## src/rtl/writeback_stage.sv

```systemverilog
// LEGv8 write-back stage: buffers retiring results in a small FIFO, drives the regfile
// write port one entry per granted cycle, and offers a combinational forwarding lookup.
module writeback_stage #(
  parameter int WORD  = 64,
  parameter int DEPTH = 2,
  parameter int CNT_W = 16
) (
  input  logic             clk,
  input  logic             rst_n,
  input  logic             in_valid,
  output logic             in_ready,
  input  logic [4:0]       in_rd,
  input  logic             in_reg_write,
  input  logic             in_mem_to_reg,
  input  logic [WORD-1:0]  in_alu_result,
  input  logic [WORD-1:0]  in_mem_data,
  input  logic             port_grant,
  output logic [4:0]       write_register,
  output logic [WORD-1:0]  write_data,
  output logic             reg_write,
  input  logic [4:0]       fwd_query_reg,
  output logic             fwd_hit,
  output logic [WORD-1:0]  fwd_data,
  output logic [CNT_W-1:0] retire_count
);

  localparam int PTR_W = (DEPTH > 1) ? $clog2(DEPTH) : 1;

  logic [4:0]       fifo_rd_q   [DEPTH];
  logic [WORD-1:0]  fifo_data_q [DEPTH];
  logic             fifo_wen_q  [DEPTH];

  logic [PTR_W-1:0] wr_ptr_q, wr_ptr_d;
  logic [PTR_W-1:0] rd_ptr_q, rd_ptr_d;
  logic [PTR_W:0]   count_q, count_d;

  logic [4:0]       write_register_q;
  logic [WORD-1:0]  write_data_q;
  logic             reg_write_q;
  logic [CNT_W-1:0] retire_q;

  logic push, pop;

  assign in_ready = (count_q < (PTR_W + 1)'(DEPTH));
  assign push     = in_valid && in_ready;
  assign pop      = (count_q != '0) && port_grant;

  always_comb begin
    wr_ptr_d = wr_ptr_q;
    rd_ptr_d = rd_ptr_q;
    count_d  = count_q;
    if (push) wr_ptr_d = wr_ptr_q + PTR_W'(1);
    if (pop)  rd_ptr_d = rd_ptr_q + PTR_W'(1);
    case ({push, pop})
      2'b10:   count_d = count_q + (PTR_W + 1)'(1);
      2'b01:   count_d = count_q - (PTR_W + 1)'(1);
      default: count_d = count_q;
    endcase
  end

  // Storage carries no reset: the pointers alone decide which slots are live.
  always_ff @(posedge clk) begin
    if (push) begin
      fifo_rd_q[wr_ptr_q]   <= in_rd;
      fifo_data_q[wr_ptr_q] <= in_mem_to_reg ? in_mem_data : in_alu_result;
      fifo_wen_q[wr_ptr_q]  <= in_reg_write && (in_rd != 5'd31);
    end
  end

  always_ff @(posedge clk or negedge rst_n) begin
    if (!rst_n) begin
      wr_ptr_q         <= '0;
      rd_ptr_q         <= '0;
      count_q          <= '0;
      write_register_q <= '0;
      write_data_q     <= '0;
      reg_write_q      <= 1'b0;
      retire_q         <= '0;
    end else begin
      wr_ptr_q <= wr_ptr_d;
      rd_ptr_q <= rd_ptr_d;
      count_q  <= count_d;
      if (pop) begin
        write_register_q <= fifo_rd_q[rd_ptr_q];
        write_data_q     <= fifo_data_q[rd_ptr_q];
        reg_write_q      <= fifo_wen_q[rd_ptr_q];
        retire_q         <= retire_q + CNT_W'(1);
      end else begin
        reg_write_q <= 1'b0;
      end
    end
  end

  assign write_register = write_register_q;
  assign write_data     = write_data_q;
  assign reg_write      = reg_write_q;
  assign retire_count   = retire_q;

  // Slot gi holds the entry of age gi counted from the head (0 = oldest).
  logic [DEPTH-1:0] slot_match;
  logic [WORD-1:0]  slot_data [DEPTH];

  for (genvar gi = 0; gi < DEPTH; gi++) begin : g_fwd
    logic [PTR_W-1:0] idx;
    assign idx            = rd_ptr_q + PTR_W'(gi);
    assign slot_data[gi]  = fifo_data_q[idx];
    assign slot_match[gi] = ((PTR_W + 1)'(gi) < count_q) && fifo_wen_q[idx]
                            && (fifo_rd_q[idx] == fwd_query_reg);
  end

  // Scan oldest to youngest so the last match (youngest) overrides.
  always_comb begin
    fwd_hit  = 1'b0;
    fwd_data = '0;
    if (reg_write_q && (write_register_q == fwd_query_reg)) begin
      fwd_hit  = 1'b1;
      fwd_data = write_data_q;
    end
    for (int i = 0; i < DEPTH; i++) begin
      if (slot_match[i]) begin
        fwd_hit  = 1'b1;
        fwd_data = slot_data[i];
      end
    end
    if (fwd_query_reg == 5'd31) begin
      fwd_hit  = 1'b0;
      fwd_data = '0;
    end
  end

endmodule
```

## config.mk

```make
export PLATFORM = sky130hd
export DESIGN_NAME = writeback_stage
export DESIGN_NICKNAME = d
export VERILOG_FILES = /design/src/rtl/writeback_stage.sv
export SDC_FILE = /design/constraint.sdc
export NUM_CORES = 1
export LEC_CHECK = 0
export ABC_AREA = 1
export CAP_MARGIN = 20
export CORE_MARGIN = 2
export CORE_UTILIZATION = 40
export DETAILED_ROUTE_END_ITERATION = 10
export GPL_TIMING_DRIVEN = 0
export PLACE_DENSITY = 0.66
export SLEW_MARGIN = 10
export SYNTH_ARGS = -nofsm -noshare
export SYNTH_HDL_FRONTEND = slang
export SYNTH_SLANG_ARGS = --single-unit
```

## constraint.sdc

```tcl
create_clock -name clk -period 10.14 [get_ports clk]
set_clock_uncertainty 0.2 [all_clocks]
set_input_delay 2.028 -clock clk [delete_from_list [all_inputs] [get_ports clk]]
set_output_delay 2.028 -clock clk [all_outputs]
set_load 0.01 [all_outputs]
```

==> flow_summary.yaml, run 1 <==
timing:
  tns_ns: 0
  finalSetupViolations: 0
  unrepaired_setup_endpoints_after_global_routing: "false"
  hold_viol_final: 0
  max_freq_ghz: 0.136
  post-route-period-util_pct: 72.3
  final.min_clock_period_ns: 7.33
  max-slew-margin-rel_pct: 35.2
  worst_slew_pin_slew_ns: 0.972
  timing.final.max_slew_violations: 0
clocking:
  post_cts_resized: 0
  hold_buffers: 0
  clock_insertion_delay_worst_skew_ns: 0.53
  clk_pin_slew_ns: 0.05
  cts_setup_buffers: 0
  clk_path_buf_depth: 3
  cts_max_level: 1
  clock_sinks: 230
  clock_tree.root_cell: "sky130_fd_sc_hd__clkbuf_16"
  cts_buffers: 27
  tritoncts: "yes"
route:
  number_of_nets_with_antenna_violations_after_detailed_routing: 0
  route.vias.total: 12000
  detailedRoute.firstIterationViolations: 931
  drt_pass1_iterations: 8
  vias_per_cell: 5.05
  drt-total-wl_mm: 39.3
  drc: 0
  wl_per_cell_um: 16.6
grt:
  grt_overflow_total: 0
  grt_pass1_vias: 11300
  grt.busiest_layer: "met2"
  grt_util_all_layers_pct: 23.0
  met1_capacity_usage_during_global_routing_pct: 29.9
  globalRouteMet3Util_pct: 3.70
  grt_max_degree: 50
  globalRouteMet2Util_pct: 38.4
  antenna_violations_before_repair: 1
  grt_pass1_wl_mm: 60.7
power_and_ir_drop:
  combinational_fraction_of_design_power_pct: 44.4
  powerDensity_nw_per_um2: 241
  switchingPower_uw: 1650
  static-leakage-power_uw: 0.00777
  power.share.clock_pct: 21.4
  p_int_uw: 2530
  power.switching_fraction_pct: 39.5
  max-vdd-ir-drop_mv: 0.121
  p_seq_share_pct: 34.2
setup_path:
  worstPathArrival_ns: 5.10
  critical_path.max_fanout: 10
  critPathRequiredTime_ns: 7.91
  crit_type: "in2out"
  crit_path_start_kind: "input port"
  worst_setup_end_kind: "primary output"
hold_path:
  min_path_type: "reg2reg"
run_status:
  run_status: "finished clean"
yosys:
  share_of_synthesized_area_occupied_by_flip_flops_and_latches_pct: 49.8
  post-synth-top-area-cell: "sky130_fd_sc_hd__edfxtp_1"
  netlist_top_cells_count: "sky130_fd_sc_hd__nand2_1, sky130_fd_sc_hd__inv_1, sky130_fd_sc_hd__nor2_1"
  number_of_flops_mapped_to_enable_cells_by_yosys: 140
  synth_cell_type_count: 25
  postSynthRegisterBits: 230
  synth.top_cells.by_area: "sky130_fd_sc_hd__edfxtp_1, sky130_fd_sc_hd__dfrtp_1, sky130_fd_sc_hd__nand2_1"
  yosysWarningCount: 0
  syn_inst: 1622
  ys.flop_type: "sky130_fd_sc_hd__edfxtp_1"
  synth.cell_area_um2: 13000
  post-synth-top-area-fraction_pct: 32.4
  syn_avg_cell_area_um2: 7.99
  synth_async_sr_flop_share_pct: 39.1
  synth_nets: 1770
  yosysMostFrequentCell: "sky130_fd_sc_hd__nand2_1"
place:
  placed_cells: 2323
  place.detailed.hpwl_mm: 29.0
  io_buffer_count: 294
  gpl.final_weighted_congestion: 0.891
die:
  top_level_ports: 296
  floorplan.die_area_um2: 33900
  row_count: 65
  die_height_um: 184
  core_area_um2: 31700
  fp.dieW_um: 184
  start_util_pct: 40.9
layout:
  final_cells: 2373
  area.growth.synth_to_final_pct: 33.8
  nets: 2098
  drive_gt1_share_pct: 8.12
run:
  maxCapViolCount: 0
==> layer usage <==
metal	vias to the layer above	wire length, um
met3	95	2860
met1	5472	16600
met4	0	1540
met2	541	18400
li1	5887	-
met5	-	0
==> registers in the layout (all words and copies together) (netlist names) <==
| name | cells |
|---|---|
| count_q | 2 |
| wr_ptr_q | 1 |
| fifo_data_q | 128 |
| rd_ptr_q | 1 |
| fifo_wen_q | 2 |
| write_register | 5 |
| retire_count | 16 |
| write_data | 64 |
| reg_write | 1 |
| fifo_rd_q | 10 |
==> power by group through the flow <==
stage          clock network (uW)  logic, uW  registers (uW)
2_1_floorplan                   0        926            1500
3_3_place_gp                    0       1790            1470
3_5_place_dp                    0       1840            1440
4_1_cts                       913       1850            1430
5_1_grt                       955       2040            1460
6_report                      894       1860            1430
==> layout make-up <==
type | instances | area [um2]
Antenna cell | 1 | 2.50
Buffer | 109 | 526
Clock buffer | 37 | 733
Clock inverter | 12 | 83.8
Fill cell | 2857 | 14400
Inverter | 223 | 840
Multi-Input combinational cell | 1060 | 5160
Sequential cell | 230 | 6460
Tap cell | 402 | 503
Timing Repair Buffer | 299 | 3050
==> worst paths after layout <==
| kind | start | endpoint | slack [ns] | depth (start not counted) |
|---|---|---|---|---|
| worst max-delay path | fwd_query_reg[2] | fwd_data[43] | 2.81 | 9 |
| worst min-delay path | count_q[1] | count_q[1] | 0.28 | 2 |
| worst max register to register | count_q[1] | count_q[1] | 6.74 | 10 |
| worst min register to register | count_q[1] | count_q[1] | 0.28 | 2 |
| max in group asynchronous | rst_n | write_data[41] | 7.77 | 2 |
| min in group asynchronous | rst_n | retire_count[15] | 1.30 | 1 |
==> stage by stage <==
stage,power (uW),setup slack [ns],hold slack (ns),util (%),cell area [um2]
finish,4180,2.81,0.284,54.7,17400
global route,4460,2.67,0.310,54.7,17400
CTS,4190,2.83,0.284,54.7,17300
detailed placement,3280,2.83,0.271,52.1,16500
global placement,3250,1.89,0.262,51.7,16400
floorplan,2430,4.37,0.250,-,13000
==> cell usage in the layout, fill, tap and decap left out, drive strengths merged, types with 13 or more instances in the layout <==
master | synthesis | layout
buf | 54 | 60
clkbuf | 55 | 92
clkdlybuf4s50 | 0 | 293
dfrtp | 90 | 90
edfxtp | 140 | 140
inv | 223 | 223
mux2 | 64 | 64
nand2 | 393 | 393
nand3 | 87 | 87
nand4 | 66 | 66
nor2 | 217 | 217
o21ai | 199 | 199
xor2 | 13 | 13
==> worst max-delay path, cell delays in order <==
cell and delay (ns):
sky130_fd_sc_hd__clkdlybuf4s50_1 0.56, sky130_fd_sc_hd__inv_1 0.11, sky130_fd_sc_hd__nor4_1 0.47, sky130_fd_sc_hd__clkbuf_1 0.71, sky130_fd_sc_hd__clkbuf_1 0.48, sky130_fd_sc_hd__nor2_1 0.12, sky130_fd_sc_hd__nand2_1 0.09, sky130_fd_sc_hd__inv_1 0.04
sky130_fd_sc_hd__clkdlybuf4s50_1 0.50
==> logic make-up (layout without fill, tap and decap cells) <==
logic type / Yosys count / after routing / share of synthesized area (%)
buffers and inverters: 332 / 680 / 10.5
XOR/XNOR: 21 / 21 / 1.42
multiplexers: 64 / 64 / 5.56
AO/OA/AOI/OAI: 204 / 204 / 7.92
AND/OR/NAND/NOR: 767 / 767 / 24.4
flip-flops: 230 / 230 / 49.8
adder cells (fa/ha/maj): 4 / 4 / 0.386
other: 0 / 1 / 0
(Power assumes the default switching activity.)
==> inputs of run 2 (changes only) <==
--- a/config.mk
+++ b/config.mk
@@ -11,7 +11,7 @@
 export CORE_UTILIZATION = 40
 export DETAILED_ROUTE_END_ITERATION = 10
 export GPL_TIMING_DRIVEN = 0
-export PLACE_DENSITY = 0.66
+export PLACE_DENSITY = 0.69
 export SLEW_MARGIN = 10
 export SYNTH_ARGS = -nofsm -noshare
 export SYNTH_HDL_FRONTEND = slang
==> constraint.sdc (replaced) <==
create_clock -name clk -period 6.3 [get_ports clk]
set_clock_uncertainty 0.2 [all_clocks]
set_input_delay 1.26 -clock clk [delete_from_list [all_inputs] [get_ports clk]]
set_output_delay 1.26 -clock clk [all_outputs]
set_load 0.01 [all_outputs]
==> run 2 against run 1 <==
Net effect:
- worst hold slack about the same
- non-clock buffer count is 2 higher
- first-iteration DRC count up 12%
- sequential share of layout area down 0.24 points
- highest routed layer unchanged
- setup slack worse by 2.3 ns
- sequential power up 61%
- die area stayed put
- via count shrank 0.26%
==> flow_summary.yaml, run 2 (synthesized netlist as in run 1, its figures left out) <==
setup_path:
  worst_r2r_startpoint: "count_q[0]"
  critPathRequiredTime_ns: 4.84
  worstPathArrival_ns: 4.36
  critical_path.cell_chain: "clkdlybuf4s50_1 -> inv_1 -> nor4_1 -> clkbuf_1 -> clkbuf_1 -> nor2_1 -> nand2_1 -> inv_1 -> clkdlybuf4s50_1"
  critical-path-slowest-cell: "sky130_fd_sc_hd__clkbuf_1"
  timing.rr.end: "count_q[1]"
  critical_path.max_fanout: 10
  worst_setup_end_kind: "primary output"
  max_stage_delay_ns: 0.71
  crit_type: "in2out"
  reg2reg_setup_slack_ns: 2.87
  r2r.worst_path.cells: 10
  crit_path_start_kind: "input port"
layout:
  fin_util_pct: 55.1
  nets: 2099
  drive_gt1_share_pct: 8.47
  top_register: "fifo_data_q"
  largest_register_ffs: 128
  final_cell_mix: "sky130_fd_sc_hd__nand2_1, sky130_fd_sc_hd__clkdlybuf4s50_1, sky130_fd_sc_hd__inv_1"
  leading_cell_type_in_the_layout_fill_and_taps_excluded: "sky130_fd_sc_hd__nand2_1"
  area.growth.synth_to_final_pct: 34.7
hold_path:
  hold_path_end: "count_q[1]"
  min_path_cells: 2
  worstHoldStart: "count_q[1]"
  min_path_type: "reg2reg"
clocking:
  tritoncts: "yes"
  clk_path_buf_depth: 3
  post_cts_resized: 0
  cts_max_level: 1
  cts_setup_buffers: 0
  clk_pin_slew_ns: 0.05
  clock_tree.root_cell: "sky130_fd_sc_hd__clkbuf_16"
  cts_buffers: 26
  clock_insertion_delay_worst_skew_ns: 0.53
  clock_sinks: 230
  hold_buffers: 0
die:
  core_area_um2: 31700
  row_count: 65
  floorplan.die_area_um2: 33900
  start_util_pct: 40.9
  die_height_um: 184
  fp.dieW_um: 184
  top_level_ports: 296
timing:
  max_freq_ghz: 0.172
  hold_viol_final: 0
  setup_ws_ns: 0.481
  worst_slew_pin_slew_ns: 0.917
  timing.final.max_slew_violations: 0
  max-slew-margin-rel_pct: 38.9
  post-route-period-util_pct: 92.4
  tns_ns: 0
  final.min_clock_period_ns: 5.82
  unrepaired_setup_endpoints_after_global_routing: "false"
  finalSetupViolations: 0
route:
  drt_pass1_iterations: 6
  vias_per_cell: 5.04
  drt-total-wl_mm: 40.0
  drc: 0
  detailedRoute.firstIterationViolations: 1044
  wl_per_cell_um: 16.8
  number_of_nets_with_antenna_violations_after_detailed_routing: 0
  route.vias.total: 12000
power_and_ir_drop:
  static-leakage-power_uw: 0.00782
  powerDensity_nw_per_um2: 392
  max-vdd-ir-drop_mv: 0.207
grt:
  grt_max_degree: 47
  antenna_violations_before_repair: 1
  grt_pass1_vias: 11600
  grt_pass1_wl_mm: 62.2
  grt_overflow_total: 0
  grt_util_all_layers_pct: 23.5
place:
  gpl.final_weighted_congestion: 0.892
  dp_worst_setup_slack_ns: 0.539
  io_buffer_count: 294
  place.detailed.hpwl_mm: 29.9
run:
  maxCapViolCount: 0
run_status:
  run_status: "finished clean"
==> run 2: cell types whose count changed in the layout (fill, tap and decap cells not counted), sizes merged <==
cell      previous run  this run
bufinv               1         2
clkbuf              92        91
clkinv              11         9
buf                 60        62
clkinvlp             0         1
==> run 2: worst max-delay path by stage <==
stage / startpoint / endpoint / slack [ns] / cells past startpoint
6_report: fwd_query_reg[3] / fwd_data[39] / 0.48 / 9
5_1_grt: fwd_query_reg[2] / fwd_data[39] / 0.38 / 9
4_1_cts: fwd_query_reg[2] / fwd_data[39] / 0.55 / 9
3_5_place_dp: fwd_query_reg[2] / fwd_data[39] / 0.54 / 9
3_3_place_gp: in_valid / fifo_data_q[1][31] / -1.19 / 3
2_1_floorplan: in_valid / fifo_data_q[0][0] / 1.30 / 2
==> run 2: where the power goes <==
part           internal (uW)  total (uW)  switching [uW]
registers               2080        2300             225
logic                   1160        3020            1860
clock network            912        1520             606
total                   4160        6850            2690
==> run 2: routing by layer <==
metal	routed length (um)	GRT usage, %	vias to the layer above
li1	-	-	5888
met1	16400	29.8	5452
met2	19200	40.5	532
met3	2870	3.47	92
met4	1560	8.93	0
met5	0	0	-
==> run 2: layout make-up <==
type / instances / area, um2
Tap cell: 402 / 503
Clock buffer: 36 / 749
Multi-Input combinational cell: 1060 / 5160
Inverter: 223 / 840
Buffer: 109 / 526
Fill cell: 2896 / 14300
Antenna cell: 1 / 2.50
Timing Repair Buffer: 301 / 3110
Clock inverter: 12 / 119
Sequential cell: 230 / 6460
==> run 2: per-stage QoR <==
step           hold WS (ns)  std cells  total power [uW]  cell area [um2]
3_5_place_dp          0.281       2325              5330            16600
4_1_cts               0.294       2373              6860            17500
3_3_place_gp          0.263       2318              5230            16400
6_report              0.285       2374              6850            17500
5_1_grt               0.315       2374              7260            17500
2_1_floorplan         0.250       1622              3910            13000
==> run 2: worst max-delay path: cells and delay by family <==
family,cells,cell delay (ns)
buffers and inverters,6,2.43
AND/OR/NAND/NOR,3,0.66
